`src/rtl/riscv_pu_instr_fetch.sv`:
```
// Instruction fetch unit: one-outstanding AXI-style read channel, a one-entry
// skid buffer for decode back-pressure, and redirect handling with response discard.
module riscv_pu_instr_fetch #(
    parameter int                    DATA_WIDTH  = 64,
    parameter int                    INSTR_WIDTH = 32,
    parameter logic [DATA_WIDTH-1:0] RESET_PC    = '0
) (
    input  logic                   clk,
    input  logic                   nreset,
    input  logic                   enable,
    input  logic                   i_stall,
    input  logic                   i_pc_src,
    input  logic [DATA_WIDTH-1:0]  i_pc_target,
    output logic                   o_imem_arvalid,
    input  logic                   i_imem_arready,
    output logic [DATA_WIDTH-1:0]  o_imem_araddr,
    input  logic                   i_imem_rvalid,
    output logic                   o_imem_rready,
    input  logic [INSTR_WIDTH-1:0] i_imem_rdata,
    output logic [INSTR_WIDTH-1:0] o_instr,
    output logic [DATA_WIDTH-1:0]  o_pc,
    output logic                   o_valid
);

    localparam logic [INSTR_WIDTH-1:0] NOP = INSTR_WIDTH'(32'h0000_0013);

    typedef enum logic [1:0] {IDLE, ADDR, DATA, BUF} state_t;

    state_t                 state_q, state_d;
    logic [DATA_WIDTH-1:0]  pc_q, req_addr_q, rpc_q, buf_pc_q, target;
    logic [INSTR_WIDTH-1:0] buf_instr_q;
    logic                   discard_q, discard_d;
    logic                   req_from_pc, req_from_tgt, ar_hs;
    logic                   ld_rdata, ld_buf, cap_buf;

    assign target        = i_pc_target & ~DATA_WIDTH'(3);
    assign o_imem_araddr = req_addr_q;

    always_comb begin
        state_d        = state_q;
        discard_d      = discard_q;
        req_from_pc    = 1'b0;
        req_from_tgt   = 1'b0;
        ar_hs          = 1'b0;
        ld_rdata       = 1'b0;
        ld_buf         = 1'b0;
        cap_buf        = 1'b0;
        o_imem_arvalid = 1'b0;
        o_imem_rready  = 1'b0;
        case (state_q)
            IDLE: begin
                if (enable) begin
                    state_d = ADDR;
                    if (i_pc_src) req_from_tgt = 1'b1;
                    else          req_from_pc  = 1'b1;
                end
            end
            ADDR: begin
                // The address phase is never withdrawn; a redirect only marks the reply as stale.
                o_imem_arvalid = 1'b1;
                if (i_pc_src) discard_d = 1'b1;
                if (i_imem_arready) begin
                    ar_hs   = 1'b1;
                    state_d = DATA;
                end
            end
            DATA: begin
                o_imem_rready = 1'b1;
                if (i_imem_rvalid) begin
                    if (discard_q) begin
                        discard_d = 1'b0;
                        state_d   = IDLE;
                    end else if (i_pc_src) begin
                        req_from_tgt = 1'b1;
                        state_d      = ADDR;
                    end else if (!i_stall) begin
                        ld_rdata = 1'b1;
                        if (enable) begin
                            req_from_pc = 1'b1;
                            state_d     = ADDR;
                        end else begin
                            state_d = IDLE;
                        end
                    end else begin
                        cap_buf = 1'b1;
                        state_d = BUF;
                    end
                end else if (i_pc_src) begin
                    discard_d = 1'b1;
                end
            end
            BUF: begin
                if (i_pc_src) begin
                    req_from_tgt = 1'b1;
                    state_d      = ADDR;
                end else if (!i_stall) begin
                    ld_buf = 1'b1;
                    if (enable) begin
                        req_from_pc = 1'b1;
                        state_d     = ADDR;
                    end else begin
                        state_d = IDLE;
                    end
                end
            end
            default: state_d = IDLE;
        endcase
    end

    always_ff @(posedge clk or negedge nreset) begin
        if (!nreset) begin
            state_q   <= IDLE;
            discard_q <= 1'b0;
            pc_q      <= RESET_PC;
            o_valid   <= 1'b0;
            o_instr   <= NOP;
            o_pc      <= '0;
        end else begin
            state_q   <= state_d;
            discard_q <= discard_d;
            // A handshake of an already-redirected request must not overwrite the target.
            if (i_pc_src)
                pc_q <= target;
            else if (ar_hs && !discard_q)
                pc_q <= req_addr_q + DATA_WIDTH'(4);
            if (i_pc_src) begin
                o_valid <= 1'b0;
                o_instr <= NOP;
            end else if (!i_stall) begin
                if (ld_rdata) begin
                    o_valid <= 1'b1;
                    o_instr <= i_imem_rdata;
                    o_pc    <= rpc_q;
                end else if (ld_buf) begin
                    o_valid <= 1'b1;
                    o_instr <= buf_instr_q;
                    o_pc    <= buf_pc_q;
                end else begin
                    o_valid <= 1'b0;
                    o_instr <= NOP;
                end
            end
        end
    end

    // Address and buffer payload are qualified by the FSM state, so they carry no reset.
    always_ff @(posedge clk) begin
        if (req_from_tgt)
            req_addr_q <= target;
        else if (req_from_pc)
            req_addr_q <= pc_q;
        if (ar_hs)
            rpc_q <= req_addr_q;
        if (cap_buf) begin
            buf_instr_q <= i_imem_rdata;
            buf_pc_q    <= rpc_q;
        end
    end

endmodule

```
`config.mk`:
```
export PLATFORM = sky130hd
export DESIGN_NAME = riscv_pu_instr_fetch
export DESIGN_NICKNAME = d
export VERILOG_FILES = /design/src/rtl/riscv_pu_instr_fetch.sv
export SDC_FILE = /design/constraint.sdc
export NUM_CORES = 1
export LEC_CHECK = 0
export BUFFER_PORTS_ARGS = -buffer_cell sky130_fd_sc_hd__buf_4
export CORE_ASPECT_RATIO = 0.7
export CORE_MARGIN = 2
export CORE_UTILIZATION = 48
export DETAILED_ROUTE_END_ITERATION = 8
export GPL_ROUTABILITY_DRIVEN = 0
export PLACE_DENSITY_LB_ADDON = 0.08
export SLEW_MARGIN = 40
export SYNTH_ARGS = -nofsm -noshare
export SYNTH_HDL_FRONTEND = slang
export SYNTH_SLANG_ARGS = --single-unit
```
`constraint.sdc`:
```
create_clock -name clk -period 4.1 [get_ports clk]
set_input_delay 0.615 -clock clk [delete_from_list [all_inputs] [get_ports clk]]
set_output_delay 0.615 -clock clk [all_outputs]
set_load 0.01 [all_outputs]
```
==> impl_metrics.ini, run 1 <==
[floorplan]
die-area_sq_um = 34900
core.rowCount = 55
initial_utilization_pct = 49.2
ios = 266
fp.dieW_um = 222
placeableCoreArea_sq_um = 32600
die_h_um = 157

[cts]
cts_buffers = 39
postCtsSetupBuffers = 0
cts_root_buffer = clkbuf_16
h-tree-depth = 2
clk_latency_ns = 0.54
clock_sinks = 388
holdBufCountCts = 0
clk_path_buf_depth = 3
cts_resized = 0
cts_tree = yes
cts.clk_slew.worst_paths_ns = 0.06

[sta]
hold_viol_final = 0
tns_ns = 0
slew_violations = 0
setup_slack_ns = 1.07
worst_slew_pin_slew_ns = 0.843
max_freq_mhz = 330
rsz0062_at_grt = no
setup_viol = 0
period_needed_ns = 3.03
holdWs_ns = 0.0199
fin_crit_sh_pct = 73.9
clock_skew_ns = 0.0151
max-slew-margin-rel_pct = 43.8

[critical_path]
crit_path_end_kind = flop
slowest_delay_ns = 0.54
start_kind = flop
arrival_ns = 3.26
path_cells = inv_1 > ha_1 > nor2b_1 > a21oi_1 > o21bai_1 > nor4b_2 > or2_2 > buf_12
crit_required_ns = 4.33
slowest_stage = or2_2
cpLargestDelayFamily = simple AND/OR/NAND/NOR gates
critPathKind = flop to flop
worst-path-buf-inv = 2
cp_max_fo = 26

[placed_design]
numPortBuffers = 263
pre_cts_slack_ns = 1.10
dp_cells = 1879
placed_area_sq_um = 18600
dp_hpwl_mm = 26.9

[final_layout]
drive_above_1_share_pct = 24.8
layout.nets = 1602
final_cells = 1952
fin_area_sq_um = 19800
nFillCells = 2642
syn_to_final_growth_pct = 23.7
final_util_pct = 60.8

[grt]
track_usage_pct = 24.2
grt_pass1_vias = 10672
antenna_found_initial = 5
grt_max_degree = 78
grt_pass1_wl_mm = 64.7
grt_overflow = 0

[routing]
drt_iter0_drc = 834
final_antenna_net_count = 0
via_per_inst = 5.69
wl_per_cell_um = 21.6
drt-total-wl_mm = 42.1
first_pass_iters = 5
num_vias = 11098
drcViolationCount = 0

[yosys]
synth_top_area_cell = edfxtp_1
synth.area.top_cells = edfxtp_1 (42%), dfrtp_1 (25%), nand2_1 (3.7%)
synth_warnings = 0
synth-seq-area-share_pct = 67.4
async_flop_share_pct = 42.3
synth_edf_count = 222
synthTopCellsByCount = edfxtp_1 (222), dfrtp_1 (161), nand2_1 (156)
netlist_area_sq_um = 16000
synth_cell_types = 55
synth_flop_cell = edfxtp_1
syn_nets = 1351
synthCells = 1242
yosysTopAreaCellShare_pct = 41.6
synth_most_common_cell = edfxtp_1
syn_area_per_cell_sq_um = 12.9
ys_ff_latch = 388

[power_and_ir_drop]
seqPwrFrac_pct = 47.4
p_switching_mw = 3.81
power.internal_mw = 8.60
design_power_total_mw = 12.4
ir_worst_vdd_uv = 370
p_sw_share_pct = 30.7
combPwrFrac_pct = 23.8
p_per_area_nw_per_um2 = 626
leakage_nw = 8.04
power_frac_clock_pct = 28.8

[hold_path]
hold_class = input port to async pin

[run]
cap_violations = 0

[outcome]
outcome = finished clean
## worst paths after layout
path / start / to / slack (ns) / cells after the start
hold / removal: nreset / o_instr[2]$_DFFE_PN0P_ / 0.02 / 1
setup reg to reg: state_q[0]$_DFFE_PN0P_ / o_imem_araddr[26]$_DFFE_PP_ / 1.07 / 8
hold reg to reg: rpc_q[56]$_DFFE_PP_ / buf_pc_q[56]$_DFFE_PP_ / 0.45 / 0
setup / recovery: state_q[0]$_DFFE_PN0P_ / o_imem_araddr[26]$_DFFE_PP_ / 1.07 / 8
max in group asynchronous: nreset / o_pc[23]$_DFFE_PN0P_ / 3.03 / 2
min in group clk: i_imem_rdata[22] / buf_instr_q[22]$_DFFE_PP_ / 0.26 / 1
## layout by cell type (no fill, tap or decap), types with 4 or more instances in the layout
master     Yosys  final
buf_4          1    277
edfxtp_1     222    222
dfrtp_1      161    161
nand2_1      156    156
o21ai_0       75     75
nor2_1        66     66
a22o_1        62     62
mux2i_1       57     57
a21oi_1       47     47
inv_1         43     43
clkbuf_16      0     41
xnor2_1       35     35
a222oi_1      29     29
nand4_1       22     22
o221ai_1      21     21
xor2_1        20     20
nand3_1       19     19
o22ai_1       18     18
nor3_1        14     12
clkbuf_1      61     10
nor3b_1        9      9
and3_1        10      8
o31ai_1        8      8
ha_1           6      6
clkinv_2       0      6
nor3_2         5      5
clkbuf_8       0      5
buf_12         0      5
or2_2          4      4
a311oi_1       4      4
clkinv_1       0      4
buf_6          0      4
## kinds of logic after synthesis
kind of cell / count (synthesis) / synth area share (%)
DFF: 388 / 67.4
and+or+nand+nor: 335 / 10.2
AOI/OAI and AO/OA: 282 / 12.4
buffers and inverters: 119 / 2.89
muxes: 57 / 3.56
xor gates and xnor gates: 55 / 3.00
adders and majority gates: 6 / 0.468
## flip-flops by register name, summed over array words and instances, names as in the netlist
register,flops
pc_q,64
o_instr,32
o_imem_araddr,64
o_pc,64
o_valid,1
buf_pc_q,64
rpc_q,64
discard_q,1
state_q,2
buf_instr_q,32
## power by group through the flow
stage | Clock (mW) | Sequential (mW) | Combinational [mW]
final | 3.58 | 5.88 | 2.95
after global routing | 3.81 | 5.99 | 3.22
after CTS | 3.67 | 5.88 | 2.99
after detailed placement | 0 | 5.95 | 2.98
after global placement | 0 | 5.92 | 2.93
after floorplan | 0 | 5.98 | 1.26
## metal layers
layer  vias to the layer above  track usage [%]  routed length (um)
li1                       5139                -                   -
met1                      5523             36.0               19600
met2                       378             36.7               19100
met3                        54             4.76                2770
met4                         4             6.01                 648
met5                         -                0                  26
## final cells by class
cell class | count | area [sq um] | area share (%)
flip-flops and latches | 388 | 10800 | 54.5
multi-input cells | 735 | 4820 | 24.3
clock inverters | 14 | 143 | 0.719
clock buffers | 56 | 1130 | 5.71
inverters | 43 | 161 | 0.814
diodes | 3 | 7.51 | 0.0378
well taps | 427 | 534 | 2.69
repair buffers | 286 | 2220 | 11.2
No activity file was read; power rests on OpenSTA's default activity.
==> run 2: changes to the inputs <==
==> constraint.sdc (replaced) <==
create_clock -name clk -period 2.7 [get_ports clk]
set_input_delay 0.405 -clock clk [delete_from_list [all_inputs] [get_ports clk]]
set_output_delay 0.405 -clock clk [all_outputs]
set_load 0.01 [all_outputs]
==> impl_metrics.ini, run 2 (synthesis results as in run 1) <==
[outcome]
outcome = finished clean

[sta]
slew_violations = 0
max_freq_mhz = 388
setup_viol = 0
hold_viol_final = 0
rsz0062_at_grt = no
period_needed_ns = 2.58
worst_slew_pin_slew_ns = 0.695
setup_slack_ns = 0.120
clock_skew_ns = 0.0136
tns_ns = 0
max-slew-margin-rel_pct = 53.7
holdWs_ns = 0.0526
fin_crit_sh_pct = 95.6

[power_and_ir_drop]
power_frac_clock_pct = 29.1
p_sw_share_pct = 30.1
ir_worst_vdd_uv = 539
p_per_area_nw_per_um2 = 946
design_power_total_mw = 19.1
power.internal_mw = 13.3
p_switching_mw = 5.76
combPwrFrac_pct = 25.0
leakage_nw = 8.25
seqPwrFrac_pct = 45.9

[placed_design]
numPortBuffers = 263
dp_hpwl_mm = 27.4
dp_cells = 1910
pre_cts_slack_ns = 0.172
placed_area_sq_um = 18900

[final_layout]
syn_to_final_growth_pct = 26.0
layout.nets = 1634
seq_area_sq_um = 10800
final_util_pct = 62.0
multiInputGateArea_sq_um = 4810
nFillCells = 2603
fin_area_sq_um = 20200
drive_above_1_share_pct = 26.6
final_cells = 1985
layout_common_cells = buf_4 (304), edfxtp_1 (222), dfrtp_1 (161)
final_common_cell = buf_4

[floorplan]
placeableCoreArea_sq_um = 32600
die-area_sq_um = 34900
die_h_um = 157
ios = 266
core.rowCount = 55
fp.dieW_um = 222
initial_utilization_pct = 49.2

[routing]
num_vias = 11242
final_antenna_net_count = 0
drcViolationCount = 0
drt-total-wl_mm = 41.2
wl_per_cell_um = 20.8
drt_iter0_drc = 984
first_pass_iters = 7
via_per_inst = 5.66

[cts]
clk_path_buf_depth = 3
clk_latency_ns = 0.54
h-tree-depth = 2
clock_sinks = 388
cts.clk_slew.worst_paths_ns = 0.06
cts_tree = yes
cts_resized = 0
cts_root_buffer = clkbuf_16
cts_buffers = 38

[critical_path]
worst-path-buf-inv = 1
start_kind = flop
critPathKind = flop to flop
slowest_delay_ns = 0.46
slowest_stage = nor4_4
cpLargestDelayFamily = simple AND/OR/NAND/NOR gates
arrival_ns = 3.01
crit_required_ns = 3.13
path_cells = ha_1 > nand3_2 > buf_4 > nor4_4 > nand3_1 > nor4_1 > xnor2_1 > o31ai_1
cp_max_fo = 6
crit_path_end_kind = flop

[grt]
grt_overflow = 0
grt_max_degree = 98
antenna_found_initial = 3
grt_pass1_vias = 10897
track_usage_pct = 23.8
grt_pass1_wl_mm = 64.4

[run]
cap_violations = 0

[hold_path]
hold_class = input port to flop
-- run 2: power groups by stage --
stage                     logic, mW  clock network, mW  registers (mW)
after global placement         4.75                  0            8.83
after floorplan                1.92                  0            9.06
after CTS                      4.83               5.68            8.77
final                          4.77               5.57            8.77
after global routing           5.24               5.91            8.93
after detailed placement       4.81                  0            8.88
-- run 2: worst paths after layout --
kind / cells after the start / slack [ns] / end / startpoint
max: 8 / 0.12 / pc_q[54]$_DFFE_PN0P_ / o_imem_araddr[3]$_DFFE_PP_
min: 1 / 0.05 / buf_instr_q[10]$_DFFE_PP_ / i_imem_rdata[10]
max reg2reg: 8 / 0.12 / pc_q[54]$_DFFE_PN0P_ / o_imem_araddr[3]$_DFFE_PP_
min reg2reg: 0 / 0.45 / buf_pc_q[30]$_DFFE_PP_ / rpc_q[30]$_DFFE_PP_
max in group asynchronous: 3 / 1.51 / o_instr[1]$_DFFE_PN1P_ / nreset
min in group asynchronous: 2 / 0.40 / o_pc[47]$_DFFE_PN0P_ / nreset
-- run 2: timing repair --
action / CTS / global route
endpoints found under the setup margin: 0 / 3
setup buffers: 0 / 1
endpoints found under the hold margin: 48 / 0
hold buffers: 1 / 0
-- run 2: layer usage --
layer | track usage (%) | up-vias | wire [um] | share of wire [%]
li1 | - | 5195 | - | -
met3 | 4.83 | 51 | 2660 | 6.4
met1 | 36.5 | 5632 | 20000 | 48
met4 | 6.33 | 0 | 782 | 1.9
met5 | 0 | - | 0 | 0
met2 | 34.5 | 364 | 17800 | 43
-- run 2: area by class of cell --
type / instances / area share (%)
repair buffers: 319 / 12.7
diodes: 3 / 0.0371
clock buffers: 55 / 5.64
flip-flops and latches: 388 / 53.5
well taps: 427 / 2.64
multi-input cells: 735 / 23.8
inverters: 43 / 0.799
clock inverters: 15 / 0.873
